[config.mk]
export PLATFORM = sky130hd
export DESIGN_NAME = reg_wb_scheduler
export DESIGN_NICKNAME = d
export VERILOG_FILES = /design/src/rtl/reg_wb_pkg.sv /design/src/rtl/reg_scoreboard.sv /design/src/rtl/reg_wb_scheduler.sv
export SDC_FILE = /design/constraint.sdc
export NUM_CORES = 1
export LEC_CHECK = 0
export ABC_AREA = 1
export CAP_MARGIN = 10
export CELL_PAD_IN_SITES_DETAIL_PLACEMENT = 2
export CELL_PAD_IN_SITES_GLOBAL_PLACEMENT = 2
export CORE_ASPECT_RATIO = 1.1
export CORE_MARGIN = 3
export CORE_UTILIZATION = 27
export CTS_BUF_LIST = sky130_fd_sc_hd__clkbuf_8
export DETAILED_ROUTE_END_ITERATION = 10
export GPL_TIMING_DRIVEN = 1
export PLACE_DENSITY = 0.79
export SYNTH_ARGS = -nofsm -noshare
export SYNTH_HDL_FRONTEND = slang
export SYNTH_HIERARCHICAL = 1
export SYNTH_SLANG_ARGS = --single-unit
export TNS_END_PERCENT = 1
[constraint.sdc]
create_clock -name CLK -period 2.4 [get_ports CLK]
set_input_delay 0.48 -clock CLK [delete_from_list [all_inputs] [get_ports CLK]]
set_output_delay 0.48 -clock CLK [all_outputs]
set_load 0.1 [all_outputs]
[src/rtl/reg_wb_pkg.sv]
// Shared types and constants for the register-file write-back scheduler.
package reg_wb_pkg;
   localparam int REG_ADDR_W   = 5;
   localparam int NUM_REGS     = 32;
   localparam int DATA_W       = 64;
   localparam int ZERO_REG_DEF = 31;

   typedef logic [REG_ADDR_W-1:0] reg_addr_t;
   typedef logic [DATA_W-1:0]     reg_data_t;

   typedef enum logic {
      SRC_ALU = 1'b0,
      SRC_MEM = 1'b1
   } wb_src_e;

   function automatic logic is_zero_reg(input reg_addr_t addr, input int zero_reg, input int zero_en);
      return (zero_en != 0) && (addr == reg_addr_t'(zero_reg));
   endfunction
endpackage

[src/rtl/reg_scoreboard.sv]
// Per-register outstanding-write counters with saturation, underflow error and read-port stall lookup.
module reg_scoreboard
   import reg_wb_pkg::*;
#(
   parameter int CNT_W       = 2,
   parameter int ZERO_REG    = ZERO_REG_DEF,
   parameter int ZERO_REG_EN = 1
) (
   input  logic      i_clk,
   input  logic      i_rst_n,
   input  logic      i_issue_valid,
   input  reg_addr_t i_issue_reg,
   output logic      o_issue_ready,
   input  logic      i_dec_valid,
   input  reg_addr_t i_dec_reg,
   input  reg_addr_t i_read_a,
   input  reg_addr_t i_read_b,
   output logic      o_stall_a,
   output logic      o_stall_b,
   output logic      o_sb_err
);

   localparam logic [CNT_W-1:0] CNT_MAX = '1;

   logic [CNT_W-1:0]    r_cnt [NUM_REGS];
   logic                r_sb_err;
   logic                w_issue_zero;
   logic                w_dec_hit;
   logic                w_inc;
   logic                w_dec_underflow;
   logic                w_issue_overflow;
   logic [NUM_REGS-1:0] w_inc_vec;
   logic [NUM_REGS-1:0] w_dec_vec;

   assign w_issue_zero = is_zero_reg(i_issue_reg, ZERO_REG, ZERO_REG_EN);
   // A commit landing on the same edge frees a slot, so a saturated register may still accept an issue.
   assign w_dec_hit     = i_dec_valid && (i_dec_reg == i_issue_reg);
   assign o_issue_ready = w_issue_zero || (r_cnt[i_issue_reg] != CNT_MAX) || w_dec_hit;

   assign w_inc            = i_issue_valid && o_issue_ready && !w_issue_zero;
   assign w_dec_underflow  = i_dec_valid && (r_cnt[i_dec_reg] == '0);
   assign w_issue_overflow = i_issue_valid && !o_issue_ready;

   always_comb begin
      w_inc_vec              = '0;
      w_dec_vec              = '0;
      w_inc_vec[i_issue_reg] = w_inc;
      w_dec_vec[i_dec_reg]   = i_dec_valid;
   end

   always_ff @(posedge i_clk or negedge i_rst_n) begin
      if (!i_rst_n) begin
         for (int i = 0; i < NUM_REGS; i++) begin
            r_cnt[i] <= '0;
         end
      end else begin
         for (int i = 0; i < NUM_REGS; i++) begin
            case ({w_inc_vec[i], w_dec_vec[i]})
               2'b10:   r_cnt[i] <= r_cnt[i] + CNT_W'(1);
               2'b01:   if (r_cnt[i] != '0) r_cnt[i] <= r_cnt[i] - CNT_W'(1);
               default: r_cnt[i] <= r_cnt[i];
            endcase
         end
      end
   end

   always_ff @(posedge i_clk or negedge i_rst_n) begin
      if (!i_rst_n) begin
         r_sb_err <= 1'b0;
      end else if (w_dec_underflow || w_issue_overflow) begin
         r_sb_err <= 1'b1;
      end
   end

   assign o_sb_err  = r_sb_err;
   assign o_stall_a = !is_zero_reg(i_read_a, ZERO_REG, ZERO_REG_EN) && (r_cnt[i_read_a] != '0);
   assign o_stall_b = !is_zero_reg(i_read_b, ZERO_REG, ZERO_REG_EN) && (r_cnt[i_read_b] != '0);

endmodule

[src/rtl/reg_wb_scheduler.sv]
// Round-robin arbiter of ALU/load write-backs onto the single register-file write port,
// with a registered output stage and a scoreboard that stalls reads of in-flight registers.
module reg_wb_scheduler
   import reg_wb_pkg::*;
#(
   parameter int CNT_W       = 2,
   parameter int ZERO_REG    = ZERO_REG_DEF,
   parameter int ZERO_REG_EN = 1
) (
   input  logic              CLK,
   input  logic              RESET_N,
   input  logic              ISSUE_VALID,
   input  logic [4:0]        ISSUE_REG,
   output logic              ISSUE_READY,
   input  logic              WB0_VALID,
   input  logic [4:0]        WB0_REG,
   input  logic [63:0]       WB0_DATA,
   output logic              WB0_READY,
   input  logic              WB1_VALID,
   input  logic [4:0]        WB1_REG,
   input  logic [63:0]       WB1_DATA,
   output logic              WB1_READY,
   input  logic [4:0]        READ_REG_A,
   input  logic [4:0]        READ_REG_B,
   output logic              STALL_A,
   output logic              STALL_B,
   output logic [4:0]        WRITE_REG,
   output logic [63:0]       WRITE_DATA,
   output logic              REG_WRITE_ENABLE,
   output logic              SB_ERR
);

   wb_src_e   r_last;
   reg_addr_t r_write_reg;
   reg_data_t r_write_data;
   logic      r_write_en;

   logic      w_gnt_alu;
   logic      w_gnt_mem;
   logic      w_gnt_any;
   logic      w_gnt_zero;
   reg_addr_t w_gnt_reg;
   reg_data_t w_gnt_data;

   assign w_gnt_alu  = WB0_VALID && (!WB1_VALID || (r_last == SRC_MEM));
   assign w_gnt_mem  = WB1_VALID && (!WB0_VALID || (r_last == SRC_ALU));
   assign w_gnt_any  = w_gnt_alu || w_gnt_mem;
   assign w_gnt_reg  = w_gnt_alu ? WB0_REG  : WB1_REG;
   assign w_gnt_data = w_gnt_alu ? WB0_DATA : WB1_DATA;
   assign w_gnt_zero = is_zero_reg(w_gnt_reg, ZERO_REG, ZERO_REG_EN);

   assign WB0_READY = w_gnt_alu;
   assign WB1_READY = w_gnt_mem;

   // Zero-register writes are consumed but never reach the file, so the output stage holds.
   always_ff @(posedge CLK or negedge RESET_N) begin
      if (!RESET_N) begin
         r_last       <= SRC_MEM;
         r_write_reg  <= '0;
         r_write_data <= '0;
         r_write_en   <= 1'b0;
      end else begin
         r_write_en <= w_gnt_any && !w_gnt_zero;
         if (w_gnt_any && !w_gnt_zero) begin
            r_write_reg  <= w_gnt_reg;
            r_write_data <= w_gnt_data;
         end
         if (w_gnt_any) begin
            r_last <= w_gnt_alu ? SRC_ALU : SRC_MEM;
         end
      end
   end

   assign WRITE_REG        = r_write_reg;
   assign WRITE_DATA       = r_write_data;
   assign REG_WRITE_ENABLE = r_write_en;

   reg_scoreboard #(
      .CNT_W       (CNT_W),
      .ZERO_REG    (ZERO_REG),
      .ZERO_REG_EN (ZERO_REG_EN)
   ) u_scoreboard (
      .i_clk         (CLK),
      .i_rst_n       (RESET_N),
      .i_issue_valid (ISSUE_VALID),
      .i_issue_reg   (ISSUE_REG),
      .o_issue_ready (ISSUE_READY),
      .i_dec_valid   (r_write_en),
      .i_dec_reg     (r_write_reg),
      .i_read_a      (READ_REG_A),
      .i_read_b      (READ_REG_B),
      .o_stall_a     (STALL_A),
      .o_stall_b     (STALL_B),
      .o_sb_err      (SB_ERR)
   );

endmodule
==> After elaboration in Yosys (flattened, before gate mapping) <==
Cells that the tools add are included.
{ "totals": {"mem_count": 0, "ram_bits": 0, "out_inout_bits": 76, "regBits": 136, "elab_cells": 425, "latchBits": 0, "romBits": 0, "in_bits": 158} }
{ "op_classes": {"bitwise": 7, "n_addsub": 64, "n_mul": 0, "n_reduce_logical": 124, "div_mod_pow": 0, "mux": 83, "n_eq_ne": 102, "order_cmp": 8, "shift": 0} }
{ "ops": {"columns": ["operator", "n"], "rows": [
  ["$reduce_bool A2 Y1", 66],
  ["$pmux W2 S2", 32],
  ["$mux W2", 40],
  ["$add A2 B1 Y2 const B", 32],
  ["$and A32 B32 Y32", 2],
  ["$eq A2 B1 Y1 const B", 32],
  ["$eq A2 B2 Y1 const B", 32],
  ["$mux W64", 1],
  ["$ne A2 B1 Y1 const B", 32],
  ["$reduce_and A2 Y1", 32],
  ["$sub A2 B1 Y2 const B", 32],
  ["$bmux W2 S5", 4],
  ["$ge A6 B6 Y1 const B", 4],
  ["$not A5 Y6", 4],
  ["$eq A5 B5 Y1 const B", 4],
  ["$logic_and A1 B1 Y1", 12],
  ["$lt A5 B6 Y1 const B", 2],
  ["$demux W1 S5", 2],
  ["$ge A5 B1 Y1 const B", 2],
  ["$logic_not A1 Y1", 7],
  ["$logic_or A1 B1 Y1", 6],
  ["$eq A5 B5 Y1", 1],
  ["$mux W5", 1],
  ["$mux W1", 3],
  ["3 further kinds", 3]
]} }

==> Depth between registers and ports, before layout <==
{ "depth": {"depth_word": 13, "ltp_mapped": 20, "depth_no_buf": 17} }

==> Modules after synthesis <==
The synthesis kept the hierarchy.
{ "modules_own_cells": {"columns": ["module", "n_inst", "area_per_inst_um2", "seq_area_each_um2", "cells_per_inst"], "rows": [
  ["reg_scoreboard", 1, 5788.1, 1626.6, 971],
  ["reg_wb_scheduler", 1, 3807.4, 1778.0, 541]
]} }

==> Least setup slack after synthesis <==
No wires, ideal clock.
{ "synth_path": {"path_kind": "in2out", "from": "input READ_REG_B[0]", "to": "output STALL_B", "required_ps": 1920, "arrival_ps": 3305, "n_path_buf": 1, "cell_stages": 6, "slack_ps": -1385, "path_cell_list": "clkbuf_1 > o21ai_0 > a21oi_1 > o311ai_0 > nand2_1 > o21ai_0"} }
{ "synth_between": {"elab_chain_len": 6, "word_cells_on_any_way": 8, "cone_classes": "eq/ne (1); mux (3); bitwise (1); reduce/logical (3)"} }
{ "synth_lines": {"columns": ["item", "line", "source"], "rows": [
  ["from (decl)", "reg_wb_scheduler.sv:24", "input logic [4:0] READ_REG_B,"],
  ["$not A5 Y6 (implied by the code)", "reg_scoreboard.sv:77", "assign o_stall_b = !is_zero_reg(i_read_b, ZERO_REG, ZERO_REG_EN) && (r_cnt[i_read_b] != '0);"],
  ["$bmux W2 S5", "reg_scoreboard.sv:77", null],
  ["$mux W2 (implied by the code) (2 in a row)", "reg_scoreboard.sv:77", null],
  ["$reduce_bool A2 Y1", "reg_scoreboard.sv:77", null],
  ["$logic_and A1 B1 Y1 *", "reg_scoreboard.sv:77", null],
  ["to (decl)", "reg_wb_scheduler.sv:26", "output logic STALL_B,"]
]} }
Mark *: on every way between the ends. The rest lies on a longest branch, timed or not. The select of a mux whose other input is x is not followed.

==> Worst setup path after layout <==
{ "layout_path": {"from": "register u_scoreboard/r_cnt[19] (netlist name)", "to": "output ISSUE_READY"} }
{ "layout_between": {"elab_chain_len": 6} }
{ "layout_lines": {"columns": ["item", "line", "source"], "rows": [
  ["from (decl)", "reg_scoreboard.sv:25", "logic [CNT_W-1:0] r_cnt [NUM_REGS];"],
  ["from (signal, indexed assignment)", "reg_scoreboard.sv:59", "2'b10: r_cnt[i] <= r_cnt[i] + CNT_W'(1);"],
  ["from (signal, indexed assignment)", "reg_scoreboard.sv:61", "default: r_cnt[i] <= r_cnt[i];"],
  ["$bmux W2 S5", "reg_scoreboard.sv:38", "assign o_issue_ready = w_issue_zero || (r_cnt[i_issue_reg] != CNT_MAX) || w_dec_hit;"],
  ["$mux W2 (implied by the code) (2 in a row)", "reg_scoreboard.sv:38", null],
  ["$ne A2 B2 Y1", "reg_scoreboard.sv:38", null],
  ["$logic_or A1 B1 Y1 (2 in a row)", "reg_scoreboard.sv:38", null],
  ["to (decl)", "reg_wb_scheduler.sv:14", "output logic ISSUE_READY,"]
]} }
No other way between the ends. The select of a mux whose other input is x is not followed.

==> metrics.log <==
[metrics] clock network fraction of total power: 16.3%
[metrics] violated checks: negative setup slack
[metrics] final routed wire length divided by cell count: 21.1 um
[metrics] Filler Cell Count: around 4,200
[metrics] crit share post-route: 107%
[metrics] placed wire-length estimate: around 37,000 um
[metrics] level count of the clock H-tree: 4
[metrics] routed wire length: 48,700 um
[metrics] initial cell density of the core: 27.7%
[metrics] post-synthesis instance area: between 9000 and 10,000 um2
[metrics] crit path max fanout: 3
[metrics] number of antenna-violating nets in the routed design: 0
[metrics] cell leakage power: 7.01 nW
[metrics] switching component of the power: 6.34 mW
[metrics] maximum operating frequency: 0.390 GHz
[metrics] combined global-route utilization of all metal layers: 25.4%
[metrics] data arrival time of the critical path: approximately 2100 ps
[metrics] clock sink total: approximately 140
[metrics] total negative slack: -470 ps
[metrics] Clk Latency, worst-skew pair: approximately 490 ps
[metrics] total CTS buffers: 17
[metrics] Port-buffer cells: ~230
[metrics] Chip Height: approximately 200 um
[metrics] count of synthesis-stage warnings from yosys: 6
[metrics] Final setup violation count: 7
[metrics] nets: 2,016
[metrics] endpoint required time on the critical path: around 1900 ps
[metrics] VDD IR-drop max: a little under 0.4 mV
[metrics] relative contribution of sequential cells to total power: 30.0%
[metrics] number of global-route vias before repair: 13,128
[metrics] full die area: 37,800 um2
[metrics] count of mapped cells out of synthesis: 1,512
[metrics] number of buffers on the longest clock path: 2
[metrics] number of maximum-capacitance constraint violations: 0
[metrics] share of cells above drive strength 1: between 20% and 30%
[metrics] final number of hold-violating endpoints: 0
[metrics] number of vias after detailed routing: 11,755
[metrics] category of the worst setup path capture point: output port
[metrics] setup repair after global routing missed its margin: true
[metrics] Sw Share: 50.3%
[metrics] floorplan row count: about 70
[metrics] worst setup path start: u_scoreboard/r_cnt[19]
[metrics] average size of a mapped cell: ~6.3 um2
[metrics] power density over the cells: 906 nW/um2
[metrics] clock input transition at the sequential cells of the worst setup and hold paths: 100 ps
[metrics] first-pass GRT wire length: 74,300 um
[metrics] post-synth cell types: 46
[metrics] number of nets produced by synthesis: between 1,500 and 2,000
[metrics] Seq/Total Area, Yosys: 35.5%
[metrics] kind of path behind the tightest hold check: input port to async pin
[metrics] end of the worst register-to-register path: u_scoreboard/r_cnt[30]
[metrics] # DRC: 0
[metrics] post-route minimum period: approximately 2600 ps
[metrics] number of storage elements in the synthesis netlist: 136
[metrics] Power, Total: roughly 13 mW
[metrics] Reg2Reg Depth: 19
[metrics] Worst Slack Setup Final: -166 ps
[metrics] maximum number of pins on one net before global-route repair: 70
[metrics] I/O pins: ~230
[metrics] total global routing overflow: 0
[metrics] drt first pass iters: 5
[metrics] Root Buffer: sky130_fd_sc_hd__clkbuf_8
[metrics] final design utilization: 40.1%
[metrics] area overhead of the layout relative to synthesis: 44.9%
[metrics] combinational group share of total power: 53.7%
[metrics] Fin Clk Skew: 15.0 ps
[metrics] violation count after the first detailed-routing iteration: roughly 520
[metrics] startpoint of the worst-slack reg-to-reg timing path: u_scoreboard/r_cnt[45]
[metrics] core area: 34,600 um2
[metrics] count of final max-slew check failures: 0
[metrics] CTS tree: done
[metrics] Rel. slew slack: between 60 and 70%
[metrics] die boundary width: between 150 and 200 um
[metrics] r2r setup slk: -50 ps
[metrics] Antenna diodes: 0
[metrics] nature of the critical path startpoint: flop
[metrics] worst slack after detailed placement: -751 ps
[metrics] initial antenna violation count: 1
[metrics] weighted congestion at the end of routability-driven global placement: roughly 0.92
[metrics] run status: finished with violations
[metrics] cell-internal power: roughly 6.3 mW
[metrics] vias per std cell: 5.09
[metrics] WHS: around 440 ps
[metrics] transition at the pin with the smallest max-transition slack: 486 ps
[metrics] WS Path Type: flop to output port
## logic make-up (layout without fill, tap and decap cells)
| logic type | after synthesis | in the layout | synth area share (%) |
|---|---|---|---|
| buffers and inverters | 184 | 543 | 9.27 |
| flip-flops | 136 | 136 | 35.5 |
| AND/OR/NAND/NOR | 1051 | 1051 | 46.5 |
| XOR/XNOR | 1 | 1 | 0.0913 |
| AO/OA/AOI/OAI | 140 | 140 | 8.62 |
## cell usage after synthesis (all sizes together)
| master | number | area, um2 |
|---|---|---|
| xor2 | 1 | 8.76 |
| a21boi | 2 | 15.0 |
| clkinv | 2 | 7.51 |
| nand2 | 691 | 2650 |
| or2 | 11 | 68.8 |
| a211oi | 1 | 7.51 |
| o21ai | 61 | 305 |
| nand4 | 43 | 269 |
| dfrtp | 135 | 3380 |
| a221oi | 1 | 8.76 |
| o211ai | 5 | 37.5 |
| clkbuf | 8 | 30.0 |
| buf | 59 | 415 |
| a32o | 1 | 10.0 |
| nor2 | 132 | 505 |
| a21oi | 38 | 198 |
| nand3b | 5 | 37.5 |
| dfstp | 1 | 26.3 |
| o311a | 1 | 10.0 |
| o22ai | 10 | 62.6 |
| a22oi | 7 | 52.6 |
| nor3 | 11 | 104 |
| o311ai | 2 | 17.5 |
| nand3 | 155 | 813 |
| o2111ai | 3 | 26.3 |
| nor4 | 3 | 18.8 |
| o221ai | 4 | 35.0 |
| o21bai | 4 | 41.3 |
| inv | 115 | 437 |
## metal layers
metal	vias to the layer above	global-route usage, %	share of wire [%]
li1	5531	-	-
met1	5771	28.5	39
met2	356	44.5	50
met3	95	6.72	6.2
met4	2	12.2	4.9
met5	-	0	0.025
## critical path, cell delays in order (launching register included)
cell and delay (ps):
sky130_fd_sc_hd__dfrtp_1 400, sky130_fd_sc_hd__inv_1 80, sky130_fd_sc_hd__o21ai_1 180, sky130_fd_sc_hd__nand2_1 130, sky130_fd_sc_hd__nand2_1 110, sky130_fd_sc_hd__nand2_1 70, sky130_fd_sc_hd__nand2_1 80, sky130_fd_sc_hd__nor2_1 50
sky130_fd_sc_hd__nand2_2 100, sky130_fd_sc_hd__nand3_4 100, sky130_fd_sc_hd__buf_12 140, sky130_fd_sc_hd__buf_16 160
## cell usage in the layout (no fill, tap or decap), types with 3 or more instances in the layout
cell,netlist,routed
sky130_fd_sc_hd__nand2_1,673,662
sky130_fd_sc_hd__buf_4,6,214
sky130_fd_sc_hd__nand3_1,149,149
sky130_fd_sc_hd__clkdlybuf4s50_1,0,146
sky130_fd_sc_hd__nor2_1,130,112
sky130_fd_sc_hd__dfrtp_1,135,107
sky130_fd_sc_hd__inv_1,104,98
sky130_fd_sc_hd__nand4_1,43,43
sky130_fd_sc_hd__o21ai_1,24,38
sky130_fd_sc_hd__a21oi_1,36,33
sky130_fd_sc_hd__dfrtp_2,0,28
sky130_fd_sc_hd__nand2_2,16,27
sky130_fd_sc_hd__o21ai_0,37,19
sky130_fd_sc_hd__clkbuf_8,0,17
sky130_fd_sc_hd__inv_2,9,13
sky130_fd_sc_hd__buf_6,18,11
sky130_fd_sc_hd__buf_12,0,11
sky130_fd_sc_hd__nor2_2,1,11
sky130_fd_sc_hd__nor2_4,1,9
sky130_fd_sc_hd__o22ai_1,10,9
sky130_fd_sc_hd__or2_4,0,8
sky130_fd_sc_hd__a22oi_1,7,6
sky130_fd_sc_hd__inv_6,0,5
sky130_fd_sc_hd__dlygate4sd2_1,0,5
sky130_fd_sc_hd__nor3_1,5,5
sky130_fd_sc_hd__a21oi_2,2,5
sky130_fd_sc_hd__o211ai_1,5,5
sky130_fd_sc_hd__nand3b_1,5,5
sky130_fd_sc_hd__nor3_4,3,4
sky130_fd_sc_hd__o221ai_1,4,4
sky130_fd_sc_hd__o21ai_2,0,4
sky130_fd_sc_hd__nand3_2,5,4
sky130_fd_sc_hd__clkinvlp_4,0,3
sky130_fd_sc_hd__clkinv_2,0,3
sky130_fd_sc_hd__inv_8,0,3
sky130_fd_sc_hd__clkdlybuf4s15_2,0,3
sky130_fd_sc_hd__inv_4,2,3
sky130_fd_sc_hd__or2_1,3,3
sky130_fd_sc_hd__nor4_1,3,3
sky130_fd_sc_hd__o21bai_1,3,3
## what timing repair did
| action | 4_1_cts | 5_1_grt |
|---|---|---|
| gates resized for setup | 120 | 31 |
| hold buffers | 1 | 0 |
| endpoints found under the setup margin | 59 | 53 |
| pin swaps | 22 | 18 |
| buffers inserted | 39 | 7 |
| hold endpoints to repair | 34 | 0 |
## cell type report
type / count / area, um2 / area share, %
clock inverter: 15 / 166 / 1.20
timing repair buffer: 394 / 3540 / 25.4
sequential: 136 / 3440 / 24.7
inverter: 117 / 462 / 3.32
multi-input combinational: 1192 / 5510 / 39.7
tap: 438 / 548 / 3.94
clock buffer: 17 / 234 / 1.68
## metrics by stage
step           std cells  instance area [um2]
2_1_floorplan       1512                 9610
3_3_place_gp        2230                12900
3_5_place_dp        2230                12900
4_1_cts             2302                13800
5_1_grt             2309                13900
6_report            2309                13900
## state kept, by name (all words and copies together) (netlist names)
signal	count
WRITE_DATA	64
u_scoreboard/r_cnt	64
WRITE_REG	5
REG_WRITE_ENABLE	1
r_last	1
u_scoreboard/o_sb_err	1
## worst max path at each step
| stage | to | cells past startpoint |
|---|---|---|
| global route | ISSUE_READY | 12 |
| floorplan | WB1_READY | 2 |
| global placement | u_scoreboard/r_cnt[2] | 17 |
| detailed placement | u_scoreboard/r_cnt[37] | 17 |
| CTS | STALL_A | 6 |
| finish | ISSUE_READY | 11 |
## power groups by stage
stage	registers, mW	logic [mW]	clock network [mW]
6_report	3.77	6.76	2.06
5_1_grt	3.84	7.22	2.22
4_1_cts	3.73	6.56	2.13
3_5_place_dp	3.79	5.80	0
3_3_place_gp	3.77	5.64	0
2_1_floorplan	4.69	2.27	0
No activity file was read; power rests on OpenSTA's default activity.
